File: src/rtl/jtdsp16_pkg.sv
// rtl/jtdsp16_pkg.sv - shared types and constants for the DSP16 serial output unit
package jtdsp16_pkg;

   typedef enum logic {
      SIO_IDLE  = 1'b0,
      SIO_SHIFT = 1'b1
   } sio_state_e;

   localparam int SIO_DW_DEFAULT = 16;

endpackage

File: src/rtl/jtdsp16_fifo.sv
// rtl/jtdsp16_fifo.sv - write FIFO holding {channel, data} entries for the serial output unit
module jtdsp16_fifo #(
   parameter int W     = 17,
   parameter int DEPTH = 4
) (
   input  logic                   clk,
   input  logic                   rst_n,
   input  logic                   push,
   input  logic [W-1:0]           wdata,
   input  logic                   pop,
   output logic [W-1:0]           rdata,
   output logic                   full,
   output logic                   empty,
   output logic [$clog2(DEPTH):0] level
);
   localparam int AW = $clog2(DEPTH);

   logic [W-1:0]  mem_q [DEPTH];
   logic [AW-1:0] wptr_q;
   logic [AW-1:0] rptr_q;
   logic [AW:0]   level_q;
   logic          do_push;
   logic          do_pop;

   // Flags come from the registered level, so a pop never frees a slot for a same-cycle push.
   assign full    = (level_q == (AW+1)'(DEPTH));
   assign empty   = (level_q == '0);
   assign level   = level_q;
   assign rdata   = mem_q[rptr_q];
   assign do_push = push && !full;
   assign do_pop  = pop && !empty;

   always_ff @(posedge clk) begin
      if (do_push) mem_q[wptr_q] <= wdata;
   end

   always_ff @(posedge clk) begin
      if (!rst_n) begin
         wptr_q  <= '0;
         rptr_q  <= '0;
         level_q <= '0;
      end else begin
         if (do_push) wptr_q <= wptr_q + 1'b1;
         if (do_pop)  rptr_q <= rptr_q + 1'b1;
         case ({do_push, do_pop})
            2'b10:   level_q <= level_q + 1'b1;
            2'b01:   level_q <= level_q - 1'b1;
            default: level_q <= level_q;
         endcase
      end
   end

endmodule

File: src/rtl/jtdsp16_sio_tx.sv
// rtl/jtdsp16_sio_tx.sv - parametrised DSP16 serial output unit with FIFO, channel address and bit order
module jtdsp16_sio_tx
   import jtdsp16_pkg::*;
#(
   parameter int DW    = SIO_DW_DEFAULT,
   parameter int DEPTH = 4,
   parameter int CHW   = 1,
   parameter int CKDIV = 2
) (
   input  logic                   clk,
   input  logic                   rst_n,
   input  logic                   cen,
   input  logic                   wr_en,
   input  logic [DW-1:0]          wr_data,
   input  logic [CHW-1:0]         wr_ch,
   input  logic                   msb_first,
   input  logic                   doen,
   output logic                   full,
   output logic                   obe,
   output logic [$clog2(DEPTH):0] level,
   output logic                   ock,
   output logic                   sdo,
   output logic                   old,
   output logic                   sadd,
   output logic                   ose
);
   localparam int            TW        = (CKDIV > 1) ? $clog2(CKDIV) : 1;
   localparam int            BW        = $clog2(DW);
   localparam logic [TW-1:0] TICK_LAST = TW'(CKDIV - 1);
   localparam logic [BW-1:0] BIT_LAST  = BW'(DW - 1);

   sio_state_e        state_q;
   logic [TW-1:0]     tick_q;
   logic [BW-1:0]     bit_q;
   logic [DW-1:0]     sh_q;
   logic [CHW-1:0]    ch_q;
   logic              ock_q, sdo_q, old_q, sadd_q, ose_q, msb_q;

   logic [DW+CHW-1:0] head_d;
   logic [DW-1:0]     head_data_d;
   logic [CHW-1:0]    head_ch_d;
   logic              tick_wrap, fall, frame_end, start;

   assign {head_ch_d, head_data_d} = head_d;
   assign tick_wrap = cen && (tick_q == TICK_LAST);
   assign fall      = tick_wrap && ock_q;
   assign frame_end = (state_q == SIO_IDLE) || (bit_q == BIT_LAST);
   // A start at the end of a frame chains the next word with no idle bit period.
   assign start     = fall && frame_end && !obe && doen;

   jtdsp16_fifo #(
      .W     (DW + CHW),
      .DEPTH (DEPTH)
   ) u_fifo (
      .clk   (clk),
      .rst_n (rst_n),
      .push  (wr_en),
      .wdata ({wr_ch, wr_data}),
      .pop   (start),
      .rdata (head_d),
      .full  (full),
      .empty (obe),
      .level (level)
   );

   always_ff @(posedge clk) begin
      if (!rst_n) begin
         state_q <= SIO_IDLE;
         tick_q  <= '0;
         bit_q   <= '0;
         sh_q    <= '0;
         ch_q    <= '0;
         ock_q   <= 1'b0;
         sdo_q   <= 1'b0;
         old_q   <= 1'b0;
         sadd_q  <= 1'b0;
         ose_q   <= 1'b1;
         msb_q   <= 1'b0;
      end else begin
         if (cen)       tick_q <= tick_wrap ? '0 : tick_q + 1'b1;
         if (tick_wrap) ock_q  <= ~ock_q;
         if (start) begin
            state_q <= SIO_SHIFT;
            bit_q   <= '0;
            msb_q   <= msb_first;
            old_q   <= 1'b1;
            ose_q   <= 1'b0;
            sdo_q   <= msb_first ? head_data_d[DW-1] : head_data_d[0];
            sh_q    <= msb_first ? {head_data_d[DW-2:0], 1'b0} : {1'b0, head_data_d[DW-1:1]};
            sadd_q  <= head_ch_d[0];
            ch_q    <= head_ch_d >> 1;
         end else if (fall && state_q == SIO_SHIFT) begin
            if (bit_q == BIT_LAST) begin
               state_q <= SIO_IDLE;
               old_q   <= 1'b0;
               ose_q   <= 1'b1;
               sdo_q   <= 1'b0;
               sadd_q  <= 1'b0;
            end else begin
               bit_q   <= bit_q + 1'b1;
               old_q   <= 1'b0;
               sdo_q   <= msb_q ? sh_q[DW-1] : sh_q[0];
               sh_q    <= msb_q ? {sh_q[DW-2:0], 1'b0} : {1'b0, sh_q[DW-1:1]};
               sadd_q  <= ch_q[0];
               ch_q    <= ch_q >> 1;
            end
         end
      end
   end

   assign ock  = ock_q;
   assign sdo  = sdo_q & doen;
   assign old  = old_q;
   assign sadd = sadd_q;
   assign ose  = ose_q;

endmodule

File: config.mk
export PLATFORM = sky130hd
export DESIGN_NAME = jtdsp16_sio_tx
export DESIGN_NICKNAME = d
export VERILOG_FILES = /design/src/rtl/jtdsp16_pkg.sv /design/src/rtl/jtdsp16_fifo.sv /design/src/rtl/jtdsp16_sio_tx.sv
export SDC_FILE = /design/constraint.sdc
export NUM_CORES = 1
export LEC_CHECK = 0
export CAP_MARGIN = 20
export CORE_MARGIN = 2
export CORE_UTILIZATION = 25
export CTS_CLUSTER_DIAMETER = 30
export DETAILED_ROUTE_END_ITERATION = 10
export HOLD_SLACK_MARGIN = 0.03
export PLACE_DENSITY = 0.52
export SYNTH_ARGS = -nofsm -noshare
export SYNTH_HDL_FRONTEND = slang
export SYNTH_SLANG_ARGS = --single-unit
File: constraint.sdc
create_clock -name clk -period 3.11 [get_ports clk]
set_clock_uncertainty 0.05 [all_clocks]
set_input_delay 0.7775 -clock clk [delete_from_list [all_inputs] [get_ports clk]]
set_output_delay 0.7775 -clock clk [all_outputs]
set_load 0.02 [all_outputs]
==> results.ini <==
[routing]
wire_per_inst_um = 15.20
vias_per_cell = 4.504
drt_wl_total_um = 9345
postRouteAntennaNets = 0
num_vias = 2770
first_iter_violations = 173
drc = 0
dr.pass1.iters = 4

[worst_hold_path]
hp-start = sadd$_SDFFE_PN0P_
min_path_type = reg2reg
hold_depth = 2
hold_path_end = sadd$_SDFFE_PN0P_

[synth]
ys_types = 43
synth_fa_ha_area_frac = 0.02080
synthSimpleGateAreaFrac = 0.09472
synthMuxAreaShare = 0.1382
netlist_instances = 339
netlist_area_mm2 = 0.004571
synth_fp_nets = 369
synth_seq_area_share = 0.6088
synth-xor-area-share = 0.01533
synth_compound_area_frac = 0.08842
ys_seq_elements = 105
synth_top_family_by_area = multiplexers
postSynthAreaPerCell_um2 = 13.48
synth_warnings = 0

[setup_path]
cp.required_ps = 2280
r2r_setup_slack_ps = 660
reg2regPathDepth = 9
crit_path_top_delay_cell = clkdlybuf4s50_1
cp_common_cell = clkdlybuf4s50_1
start_kind = input port
reg2reg_from = bit_q[0]$_SDFFE_PP0P_
critPathMaxStageDelay_ps = 590
r2r_end = u_fifo.level[2]$_SDFFE_PN0P_
crit_path_end_kind = primary output
crit_type = in2out
cp_top_family = buffers and inverters
path_cells = clkdlybuf4s50_1, and2_1, clkdlybuf4s50_1
critical_path_peak_fanout = 2
critical_path_arrival_ps = 2020
cp_num_buf_inv = 2

[floorplanning]
std_cell_rows = 49
die-area_mm2 = 0.01938
core_area_mm2 = 0.01796
die_y_um = 139.2
boundaryPins = 33
die_w_um = 139.2
start_util = 0.2544

[cts]
clkTransAtPathRegs_ps = 70
cts_hold_buf = 0
clock_latency_ps = 350
cts_tree = yes
ctsResizeCount = 0
clock_sinks = 105
postCtsSetupBuffers = 0
clk_path_buf_depth = 2
h-tree-depth = 3
clockRootBuffer = clkbuf_16
cts_buffers = 9

[grt]
grt_pass1_wl_um = 15140
grt-ovfl-total = 0
grt_pass1_vias = 2810
grt_start_max_net_pins = 27
antenna_found_initial = 0
grt_usage = 0.1004

[timing]
setup_violations = 0
post-route-min-period_ps = 2844
max_freq_ghz = 0.3516
final-hold-violation-count = 0
slew_violations = 0
fin_setup_tns_ps = 0
min_period_over_period = 0.9146
max_slew_margin = 0.3400
rsz0062_at_grt = no
worst_pin_slew_ps = 986.4

[power]
p_total_w = 0.002813
p_per_area_mw_per_mm2 = 515.3
ir_worst_vdd_mv = 0.2697
total_leakage_power_nw = 1.759

[layout]
utilization = 0.3040
syn2layout_area_growth_pct = 19.46
diodes = 0
drive_above_1_share = 0.1554
layout_common_cells = 68 x edfxtp_1, 38 x nand2_1, 37 x dfxtp_1
final_common_cell = edfxtp_1
finalNetCount = 411

[run]
cap_violations = 0

[placement]
detailedPlacementHpwl_um = 6221
place_congestion = 0.7496
io_buffers = 32

[outcome]
status = finished, final reports clean

==> power by group <==
part           leakage, nW  total (W)  switching (W)  internal [W]
sequential           0.924    0.00156      0.0000233       0.00154
combinational        0.709   0.000205       0.000112     0.0000923
clock                0.126    0.00105       0.000501      0.000546
==> metrics by stage <==
stage	worst slack (ps)	std cells	hold WS (ps)	instance area [µm²]
after floorplan	364.4	339	398.9	4571
after global placement	101.4	599	413.4	5189
after detailed placement	7.511	599	429.5	5189
after CTS	258.4	615	442.5	5460
after global routing	227.2	615	459.6	5460
final	265.7	615	441.5	5460
==> registers in the layout (all words and copies together), names as in the netlist, named ones only <==
register	count
state_q	1
sdo_q	1
bit_q	4
sadd	1
u_fifo.rptr_q	2
ose	1
msb_q	1
tick_q	1
u_fifo.mem_q	68
old	1
u_fifo.level	3
u_fifo.wptr_q	2
sh_q	16
ock	1
==> cell usage after synthesis, drive strengths merged <==
| cell type | n | area share |
|---|---|---|
| mux4 | 10 | 0.049 |
| and3 | 1 | 0.0014 |
| clkbuf | 4 | 0.0033 |
| xor2 | 3 | 0.0057 |
| nand2b | 4 | 0.0055 |
| nor2 | 21 | 0.017 |
| nor4b | 2 | 0.0038 |
| a211oi | 2 | 0.0060 |
| a221oi | 1 | 0.0019 |
| nand3b | 1 | 0.0016 |
| o21ai | 8 | 0.0088 |
| or3 | 1 | 0.0014 |
| o22ai | 7 | 0.011 |
| or2 | 1 | 0.0014 |
| ha | 6 | 0.016 |
| nand4 | 1 | 0.0027 |
| nor3b | 1 | 0.0016 |
| o31a | 1 | 0.0019 |
| mux2i | 26 | 0.057 |
| nor3 | 5 | 0.0055 |
| a32o | 14 | 0.031 |
| nor2b | 2 | 0.0027 |
| inv | 10 | 0.0082 |
| o211ai | 7 | 0.011 |
| and2 | 6 | 0.0082 |
| o31ai | 1 | 0.0047 |
| xnor2 | 5 | 0.0096 |
| edfxtp | 68 | 0.45 |
| nand2 | 38 | 0.031 |
| mux2 | 13 | 0.032 |
| dfxtp | 37 | 0.16 |
| fa | 1 | 0.0044 |
| a21oi | 8 | 0.0088 |
| nand3 | 7 | 0.010 |
| buf | 14 | 0.022 |
| o21a | 2 | 0.0033 |
==> worst register-to-register path, cell delays in order, from the launching register on <==
cell and delay, ps:
dfxtp_1 380, ha_1 230, nand3_1 160, a211oi_4 280
ha_1 220, inv_1 60, fa_1 380, xor2_1 160
or3_1 310, a21oi_1 150
==> routing by layer <==
metal,global-route usage,vias to the layer above,share of wire
li1,-,1350,-
met1,0.1267,1369,0.46
met2,0.1654,47,0.49
met3,0.03510,4,0.039
met4,0.02552,0,0.0061
met5,0,-,0
==> worst max-delay path by stage <==
stage	from	to	cells after the start
6_report	doen	sdo	3
5_1_grt	doen	sdo	3
4_1_cts	doen	sdo	3
3_5_place_dp	cen	u_fifo.level[2]$_SDFFE_PN0P_	9
3_3_place_gp	cen	u_fifo.level[2]$_SDFFE_PN0P_	9
2_1_floorplan	u_fifo.level[2]$_SDFFE_PN0P_	u_fifo.level[2]$_SDFFE_PN0P_	10
==> area by class of cell <==
cell class	count	area (µm²)
clock inverter	6	42.54
timing repair buffer	49	447.9
tap	229	286.5
multi-input combinational	206	1634
inverter	10	37.54
fill	1788	12500
sequential	105	2783
clock buffer	10	229.0
==> cells by family (layout without fill, tap and decap cells) <==
group | after synthesis | after routing
AO/OA/AOI/OAI | 51 | 51
adder cells (fa/ha/maj) | 7 | 7
multiplexers | 49 | 49
AND/OR/NAND/NOR | 91 | 91
XOR/XNOR | 8 | 8
buffers and inverters | 28 | 75
flip-flops | 105 | 105
Note: power is estimated with default switching activity, not from simulation.
